===== config.mk =====
export PLATFORM = sky130hd
export DESIGN_NAME = gray_frame_ctrl_flat
export DESIGN_NICKNAME = d
export VERILOG_FILES = /design/src/rtl/gray_frame_ctrl_if.sv /design/src/rtl/gray_frame_ctrl.sv /design/src/flat_wrapper.sv
export SDC_FILE = /design/constraint.sdc
export NUM_CORES = 1
export LEC_CHECK = 0
export CAP_MARGIN = 10
export CORE_ASPECT_RATIO = 0.5
export CORE_MARGIN = 2
export CORE_UTILIZATION = 50
export DETAILED_ROUTE_END_ITERATION = 16
export PLACE_DENSITY = 0.74
export SYNTH_ARGS = -nofsm -noshare
export SYNTH_HDL_FRONTEND = slang
export SYNTH_SLANG_ARGS = --single-unit

===== constraint.sdc =====
create_clock -name clk -period 13 [get_ports clk]
set_input_delay 1.3 -clock clk [delete_from_list [all_inputs] [get_ports clk]]
set_output_delay 1.3 -clock clk [all_outputs]
set_load 0.1 [all_outputs]

===== src/rtl/gray_frame_ctrl_if.sv =====
// Signal bundle between the grayscale frame sequencer and its environment:
// start/config, source memory read port, grayscale datapath and result sink.
interface gray_frame_ctrl_if #(
  parameter int ADDR_W = 16,
  parameter int DIM_W  = 10
);
  logic              start;
  logic [DIM_W-1:0]  cfg_width;
  logic [DIM_W-1:0]  cfg_height;
  logic              busy;
  logic              done;

  logic              rd_en;
  logic [ADDR_W-1:0] rd_addr;
  logic [23:0]       rd_data;

  logic [7:0]        dp_red;
  logic [7:0]        dp_green;
  logic [7:0]        dp_blue;
  logic              dp_valid;
  logic [7:0]        dp_gray;

  logic              wr_en;
  logic              wr_ready;
  logic [ADDR_W-1:0] wr_addr;
  logic [7:0]        wr_data;
  logic              wr_eol;
  logic              wr_last;

  modport master (
    input  start, cfg_width, cfg_height, rd_data, dp_gray, wr_ready,
    output busy, done, rd_en, rd_addr, dp_red, dp_green, dp_blue, dp_valid,
           wr_en, wr_addr, wr_data, wr_eol, wr_last
  );

  modport slave (
    output start, cfg_width, cfg_height, rd_data, dp_gray, wr_ready,
    input  busy, done, rd_en, rd_addr, dp_red, dp_green, dp_blue, dp_valid,
           wr_en, wr_addr, wr_data, wr_eol, wr_last
  );
endinterface


===== src/rtl/gray_frame_ctrl.sv =====
// Frame sequencer: streams a WxH RGB frame from source memory through the
// fixed-latency grayscale datapath into a credit-limited skid FIFO feeding the sink.
module gray_frame_ctrl #(
  parameter int ADDR_W     = 16,
  parameter int DIM_W      = 10,
  parameter int GRAY_LAT   = 1,
  parameter int FIFO_DEPTH = 4
) (
  input  logic              clk,
  input  logic              rst,
  gray_frame_ctrl_if.master io_frame
);

  localparam int PTR_W = (FIFO_DEPTH > 1) ? $clog2(FIFO_DEPTH) : 1;
  localparam int CNT_W = $clog2(FIFO_DEPTH + 1);
  localparam int SUM_W = $clog2(FIFO_DEPTH + GRAY_LAT + 2);

  typedef enum logic [1:0] {
    S_IDLE,
    S_RUN,
    S_DRAIN,
    S_DONE
  } state_t;

  state_t            r_state;
  state_t            w_stateNext;

  logic [DIM_W-1:0]  r_width;
  logic [ADDR_W-1:0] r_lastIdx;
  logic [ADDR_W-1:0] r_rdAddr;
  logic [ADDR_W-1:0] r_wrAddr;
  logic [DIM_W-1:0]  r_col;
  logic [GRAY_LAT:0] r_vpipe;

  logic [7:0]        r_fifoMem [FIFO_DEPTH];
  logic [PTR_W-1:0]  r_head;
  logic [PTR_W-1:0]  r_tail;
  logic [CNT_W-1:0]  r_count;

  logic              w_busy;
  logic              w_done;
  logic              w_rdEn;
  logic              w_dimsOk;
  logic              w_startRun;
  logic              w_push;
  logic              w_pop;
  logic              w_fifoEmpty;
  logic              w_fifoFull;
  logic              w_wrEol;
  logic              w_wrLast;
  logic [ADDR_W-1:0] w_frameLen;
  logic [SUM_W-1:0]  w_inflight;
  logic [SUM_W-1:0]  w_credit;

  function automatic logic [PTR_W-1:0] ptrInc(input logic [PTR_W-1:0] p);
    return (p == PTR_W'(FIFO_DEPTH - 1)) ? '0 : p + PTR_W'(1);
  endfunction

  assign w_dimsOk   = (io_frame.cfg_width != '0) && (io_frame.cfg_height != '0);
  assign w_startRun = (r_state == S_IDLE) && io_frame.start && w_dimsOk;
  assign w_frameLen = ADDR_W'(io_frame.cfg_width) * ADDR_W'(io_frame.cfg_height);

  // Reads still in the datapath each own a FIFO slot, so they count against the credit.
  always_comb begin
    w_inflight = '0;
    for (int i = 0; i <= GRAY_LAT; i++) begin
      w_inflight = w_inflight + SUM_W'(r_vpipe[i]);
    end
  end

  assign w_credit = w_inflight + SUM_W'(r_count);

  always_ff @(posedge clk) begin
    if (rst) begin
      r_state <= S_IDLE;
    end else begin
      r_state <= w_stateNext;
    end
  end

  always_comb begin
    w_stateNext = r_state;
    w_busy      = 1'b0;
    w_done      = 1'b0;
    w_rdEn      = 1'b0;
    case (r_state)
      S_IDLE: begin
        if (io_frame.start) begin
          w_stateNext = w_dimsOk ? S_RUN : S_DONE;
        end
      end
      S_RUN: begin
        w_busy = 1'b1;
        w_rdEn = (w_credit < SUM_W'(FIFO_DEPTH));
        if (w_rdEn && (r_rdAddr == r_lastIdx)) begin
          w_stateNext = S_DRAIN;
        end
      end
      S_DRAIN: begin
        w_busy = 1'b1;
        if (w_pop && w_wrLast) begin
          w_stateNext = S_DONE;
        end
      end
      S_DONE: begin
        w_done      = 1'b1;
        w_stateNext = S_IDLE;
      end
      default: begin
        w_stateNext = S_IDLE;
      end
    endcase
  end

  always_ff @(posedge clk) begin
    if (rst) begin
      r_width   <= '0;
      r_lastIdx <= '0;
      r_rdAddr  <= '0;
      r_wrAddr  <= '0;
      r_col     <= '0;
    end else if (w_startRun) begin
      r_width   <= io_frame.cfg_width;
      r_lastIdx <= w_frameLen - ADDR_W'(1);
      r_rdAddr  <= '0;
      r_wrAddr  <= '0;
      r_col     <= '0;
    end else begin
      if (w_rdEn) begin
        r_rdAddr <= r_rdAddr + ADDR_W'(1);
      end
      if (w_pop) begin
        r_wrAddr <= r_wrAddr + ADDR_W'(1);
        r_col    <= w_wrEol ? '0 : r_col + DIM_W'(1);
      end
    end
  end

  // Bit 0 marks dp_valid; the top bit marks dp_gray valid for capture.
  always_ff @(posedge clk) begin
    if (rst) begin
      r_vpipe <= '0;
    end else begin
      r_vpipe[0] <= w_rdEn;
      for (int i = 1; i <= GRAY_LAT; i++) begin
        r_vpipe[i] <= r_vpipe[i-1];
      end
    end
  end

  assign w_push      = r_vpipe[GRAY_LAT];
  assign w_fifoEmpty = (r_count == '0);
  assign w_fifoFull  = (r_count == CNT_W'(FIFO_DEPTH));
  assign w_pop       = !w_fifoEmpty && io_frame.wr_ready;

  always_ff @(posedge clk) begin
    if (rst) begin
      r_head  <= '0;
      r_tail  <= '0;
      r_count <= '0;
      for (int i = 0; i < FIFO_DEPTH; i++) begin
        r_fifoMem[i] <= '0;
      end
    end else begin
      if (w_push) begin
        r_fifoMem[r_tail] <= io_frame.dp_gray;
        r_tail            <= ptrInc(r_tail);
      end
      if (w_pop) begin
        r_head <= ptrInc(r_head);
      end
      case ({w_push, w_pop})
        2'b10:   r_count <= r_count + CNT_W'(1);
        2'b01:   r_count <= r_count - CNT_W'(1);
        default: ;
      endcase
    end
  end

  assign w_wrEol  = !w_fifoEmpty && (r_col == (r_width - DIM_W'(1)));
  assign w_wrLast = !w_fifoEmpty && (r_wrAddr == r_lastIdx);

  assign io_frame.busy     = w_busy;
  assign io_frame.done     = w_done;
  assign io_frame.rd_en    = w_rdEn;
  assign io_frame.rd_addr  = r_rdAddr;
  assign io_frame.dp_valid = r_vpipe[0];
  assign io_frame.dp_red   = r_vpipe[0] ? io_frame.rd_data[23:16] : 8'd0;
  assign io_frame.dp_green = r_vpipe[0] ? io_frame.rd_data[15:8]  : 8'd0;
  assign io_frame.dp_blue  = r_vpipe[0] ? io_frame.rd_data[7:0]   : 8'd0;
  assign io_frame.wr_en    = !w_fifoEmpty;
  assign io_frame.wr_addr  = r_wrAddr;
  assign io_frame.wr_data  = w_fifoEmpty ? 8'd0 : r_fifoMem[r_head];
  assign io_frame.wr_eol   = w_wrEol;
  assign io_frame.wr_last  = w_wrLast;

  a_noPushWhenFull: assert property (@(posedge clk) disable iff (rst)
    !(w_push && w_fifoFull));

  a_holdWhileStalled: assert property (@(posedge clk) disable iff (rst)
    (io_frame.wr_en && !io_frame.wr_ready) |=>
      (io_frame.wr_en && $stable(io_frame.wr_data) && $stable(io_frame.wr_addr) &&
       $stable(io_frame.wr_eol) && $stable(io_frame.wr_last)));

endmodule

===== src/flat_wrapper.sv =====
// flat-port wrapper written by rule: the top's interface ports become plain ports
module gray_frame_ctrl_flat 
#(
  parameter int ADDR_W     = 16,
  parameter int DIM_W      = 10,
  parameter int GRAY_LAT   = 1,
  parameter int FIFO_DEPTH = 4
)
  (clk, rst, io_frame_start, io_frame_cfg_width, io_frame_cfg_height, io_frame_rd_data, io_frame_dp_gray, io_frame_wr_ready, io_frame_busy, io_frame_done, io_frame_rd_en, io_frame_rd_addr, io_frame_dp_red, io_frame_dp_green, io_frame_dp_blue, io_frame_dp_valid, io_frame_wr_en, io_frame_wr_addr, io_frame_wr_data, io_frame_wr_eol, io_frame_wr_last);
  gray_frame_ctrl_if #(.ADDR_W(ADDR_W), .DIM_W(DIM_W)) io_frame_i ();
  input  logic clk;
  input  logic rst;
  input wire logic [$bits(io_frame_i.start)-1:0] io_frame_start;
  input wire logic [$bits(io_frame_i.cfg_width)-1:0] io_frame_cfg_width;
  input wire logic [$bits(io_frame_i.cfg_height)-1:0] io_frame_cfg_height;
  input wire logic [$bits(io_frame_i.rd_data)-1:0] io_frame_rd_data;
  input wire logic [$bits(io_frame_i.dp_gray)-1:0] io_frame_dp_gray;
  input wire logic [$bits(io_frame_i.wr_ready)-1:0] io_frame_wr_ready;
  output wire logic [$bits(io_frame_i.busy)-1:0] io_frame_busy;
  output wire logic [$bits(io_frame_i.done)-1:0] io_frame_done;
  output wire logic [$bits(io_frame_i.rd_en)-1:0] io_frame_rd_en;
  output wire logic [$bits(io_frame_i.rd_addr)-1:0] io_frame_rd_addr;
  output wire logic [$bits(io_frame_i.dp_red)-1:0] io_frame_dp_red;
  output wire logic [$bits(io_frame_i.dp_green)-1:0] io_frame_dp_green;
  output wire logic [$bits(io_frame_i.dp_blue)-1:0] io_frame_dp_blue;
  output wire logic [$bits(io_frame_i.dp_valid)-1:0] io_frame_dp_valid;
  output wire logic [$bits(io_frame_i.wr_en)-1:0] io_frame_wr_en;
  output wire logic [$bits(io_frame_i.wr_addr)-1:0] io_frame_wr_addr;
  output wire logic [$bits(io_frame_i.wr_data)-1:0] io_frame_wr_data;
  output wire logic [$bits(io_frame_i.wr_eol)-1:0] io_frame_wr_eol;
  output wire logic [$bits(io_frame_i.wr_last)-1:0] io_frame_wr_last;
  assign io_frame_i.start = io_frame_start;
  assign io_frame_i.cfg_width = io_frame_cfg_width;
  assign io_frame_i.cfg_height = io_frame_cfg_height;
  assign io_frame_i.rd_data = io_frame_rd_data;
  assign io_frame_i.dp_gray = io_frame_dp_gray;
  assign io_frame_i.wr_ready = io_frame_wr_ready;
  assign io_frame_busy = io_frame_i.busy;
  assign io_frame_done = io_frame_i.done;
  assign io_frame_rd_en = io_frame_i.rd_en;
  assign io_frame_rd_addr = io_frame_i.rd_addr;
  assign io_frame_dp_red = io_frame_i.dp_red;
  assign io_frame_dp_green = io_frame_i.dp_green;
  assign io_frame_dp_blue = io_frame_i.dp_blue;
  assign io_frame_dp_valid = io_frame_i.dp_valid;
  assign io_frame_wr_en = io_frame_i.wr_en;
  assign io_frame_wr_addr = io_frame_i.wr_addr;
  assign io_frame_wr_data = io_frame_i.wr_data;
  assign io_frame_wr_eol = io_frame_i.wr_eol;
  assign io_frame_wr_last = io_frame_i.wr_last;
  gray_frame_ctrl #(.ADDR_W(ADDR_W), .DIM_W(DIM_W), .GRAY_LAT(GRAY_LAT), .FIFO_DEPTH(FIFO_DEPTH)) u_core (.clk(clk), .rst(rst), .io_frame(io_frame_i));
endmodule

==> metrics.txt <==
first-pass iteration count of the detailed router 8; # Post-CTS Setup Buffers 0; GRT overflow 0; Seq/Total Area, Yosys 0.289; Max VDD drop 138 µV; HPWL after detailed placement 16500 µm; Avg Vias per Cell 5.45; TritonCTS clock tree yes; Starting Density 0.512; max cap viols 0; Total Power 2100 µW; Post-route DRC 0; Clk pwr share 0.223; actual slew at the worst max-slew pin 1.08 ns; Pwr per Cell Area 192 mW/mm²; layout cells sized above 1 0.0543; global-route track usage on met3 0.0328; number of cell rows 34; Comb power frac 0.558; fin crit share 0.482; setup_tns 0 ns; number of buffers created by CTS 17; fillers 1461; GR Layer Usage met1 0.320; net switching power 969 µW; largest area contributor in the netlist dfxtp_1; CTS Hold Buffers Added 0; CTS root buffer clkbuf_16; syn nets 1165; Vert. Die Dim 98.5 µm; launching element type of the critical path input pin; Area contributors post-synth dfxtp_1 (18%), fa_1 (15%), edfxtp_1 (11%), ha_1 (7.1%), and2_1 (6.6%); worst slack at placement 6.29 ns; Post-synth EDFFs 32; critical path data arrival time 6.61 ns; Mapped Area 0.00893 mm²; Final ANT Viol Nets 0; Resized Gates After CTS 0; Cells after Synth 991; Final #Nets 1266; Worst Setup Path Type input pin to flop; Seq. cell area 0.00258 mm²; first-pass GRT wire length 36100 µm; Switching Share 0.462; final wirelength 22000 µm; Synth cell types 63; Worst Hold Class flop to flop; Antenna Cells 0; final worst setup slack 6.73 ns; die area 0.0190 mm²; routed length per instance 16.4 µm; Post-synth ARST share 0; clock tree sinks 113; CP Max Fanout 12; Post-synth top flop dfxtp_1; Core Region 0.0174 mm²; Warnings, synthesis 0; Clock transition at path regs 0.06 ns; GRT Max-Usage Layer met2; Fin Clk Skew 0.00893 ns; post-route cell area 0.0109 mm²; Cell Int Power 1130 µW; gr usage total 0.239; GP Congestion 0.910; Initial DRC Count 523; placed cell area 0.0103 mm²; later-pin clock latency in the skew report 0.42 ns; Slew Limit Fails 0; register bit total from synthesis 113; final core utilization 0.626; met2 GRT Util 0.413; Critical Path RT 13.34 ns; Hold Fails Final Rpt 0; I/O pin cnt 127; clock buffer depth 2; initial antenna violation count 0; Die Wd 193 µm; Seq pwr share 0.219; endpoints failing setup 0; fin crit period 6.27 ns; vias in the first global route 7204; Peak Freq 0.160 GHz; area delta synth->final 22.2%; Leak 0.00469 µW; relative slew slack 0.275; status completed; area occupied by multi-input gates 0.00573 mm²; I/O Buffers 126; vias 7298; largest net degree at the start of global routing 42; Syn Area/Cell 9.01 µm²; RSZ-0062 raised after global routing false; top-area cell type share of the netlist area 0.182; Setup crit end kind flop; htree depth 4
## metal layers
layer,share of wire,vias to the layer above
met5,0,-
met4,0.011,0
met3,0.082,28
met2,0.48,248
met1,0.42,3581
li1,-,3441
## placed cells by master (no fill, tap or decap), drive strengths merged, types with 31 or more instances in the layout
cell type / synthesis / layout
clkdlybuf4s50: 0 / 126
inv: 113 / 122
nand2: 118 / 118
and2: 94 / 94
dfxtp: 81 / 81
xor2: 67 / 67
fa: 67 / 67
nor2: 60 / 60
ha: 51 / 51
a21oi: 39 / 39
edfxtp: 32 / 32
xnor2: 31 / 31
## flip-flops by register name, indices dropped and copies added (netlist names), 3 cells and up, named ones only
signal	flops
u_core.r_col	10
u_core.r_width	10
u_core.io_frame.wr_addr	16
u_core.io_frame.rd_addr	16
u_core.r_lastIdx	16
u_core.r_fifoMem	32
u_core.r_count	3
## area by class of cell
cell class	instances	share of cell area
inverters	114	0.0392
clock inverters	15	0.0153
flip-flops and latches	113	0.237
multi-input cells	717	0.525
repair buffers	129	0.118
clock buffers	17	0.0390
well taps	234	0.0268
## worst max-delay path, cell delays in order
cell and delay, ns:
clkdlybuf4s50_1 0.77, nand2_1 0.15, fa_1 0.56, inv_1 0.05, fa_1 0.50, inv_1 0.05
fa_1 0.46, fa_1 0.51, fa_1 0.54, inv_1 0.04, ha_1 0.34, a2111oi_0 0.56
a21oi_1 0.18, o41ai_1 0.35, nand4_1 0.14, o211ai_1 0.11
## per-stage QoR
stage	hold slack, ns	cells
floorplan	0.449	991
global placement	0.463	1307
detailed placement	0.462	1307
CTS	0.470	1339
global route	0.511	1339
finish	0.469	1339
## Yosys cell counts (2+ instances only)
library cell,n
and2_1,94
edfxtp_1,32
nor4_4,2
nor3b_1,4
nand2_1,117
fa_1,67
xnor2_1,31
a2111oi_0,2
a211oi_1,8
nand3_1,22
or4_4,3
a31oi_1,3
dfxtp_1,81
nor2b_1,7
o21ai_0,13
ha_1,51
xor2_1,67
nor4b_1,2
clkbuf_1,37
a21o_1,3
or2_2,4
a21oi_1,39
or4_1,5
o31ai_1,2
o21ai_1,2
nor2_1,60
inv_1,112
mux4_2,8
o21a_1,4
nor3_1,14
and3_1,22
o22ai_1,2
buf_2,8
mux2i_1,2
o2111ai_1,2
nor4_1,10
nand4_1,12
nand2b_1,2
or3_1,11
## logic make-up (layout without fill, tap and decap cells)
logic type,Yosys count,in the layout,share of synthesized area
AOI/OAI and AO/OA,94,94,0.0689
DFF,113,113,0.289
muxes,10,10,0.0224
xor gates and xnor gates,98,98,0.0961
buffers and inverters,161,275,0.0696
and+or+nand+nor,397,397,0.232
adders and majority gates,118,118,0.222
## path summary, 6_finish.rpt
path	from	end	slack (ns)	depth (start not counted)
hold reg to reg	u_core.r_width[9]	u_core.r_width[9]	0.47	2
hold / removal	u_core.r_width[9]	u_core.r_width[9]	0.47	2
setup / recovery	io_frame_cfg_width[4]	u_core.r_lastIdx[13]	6.73	16
setup reg to reg	u_core.r_vpipe[0]	u_core.io_frame.rd_addr[15]	9.89	8
## power by group through the flow
stage          logic (µW)  registers [µW]  clock network, µW
6_report             1170             459                467
5_1_grt              1310             463                486
4_1_cts              1170             457                472
3_5_place_dp         1160             464                  0
3_3_place_gp         1140             462                  0
2_1_floorplan         926             456                  0
Power figures use the tool's default switching activity.
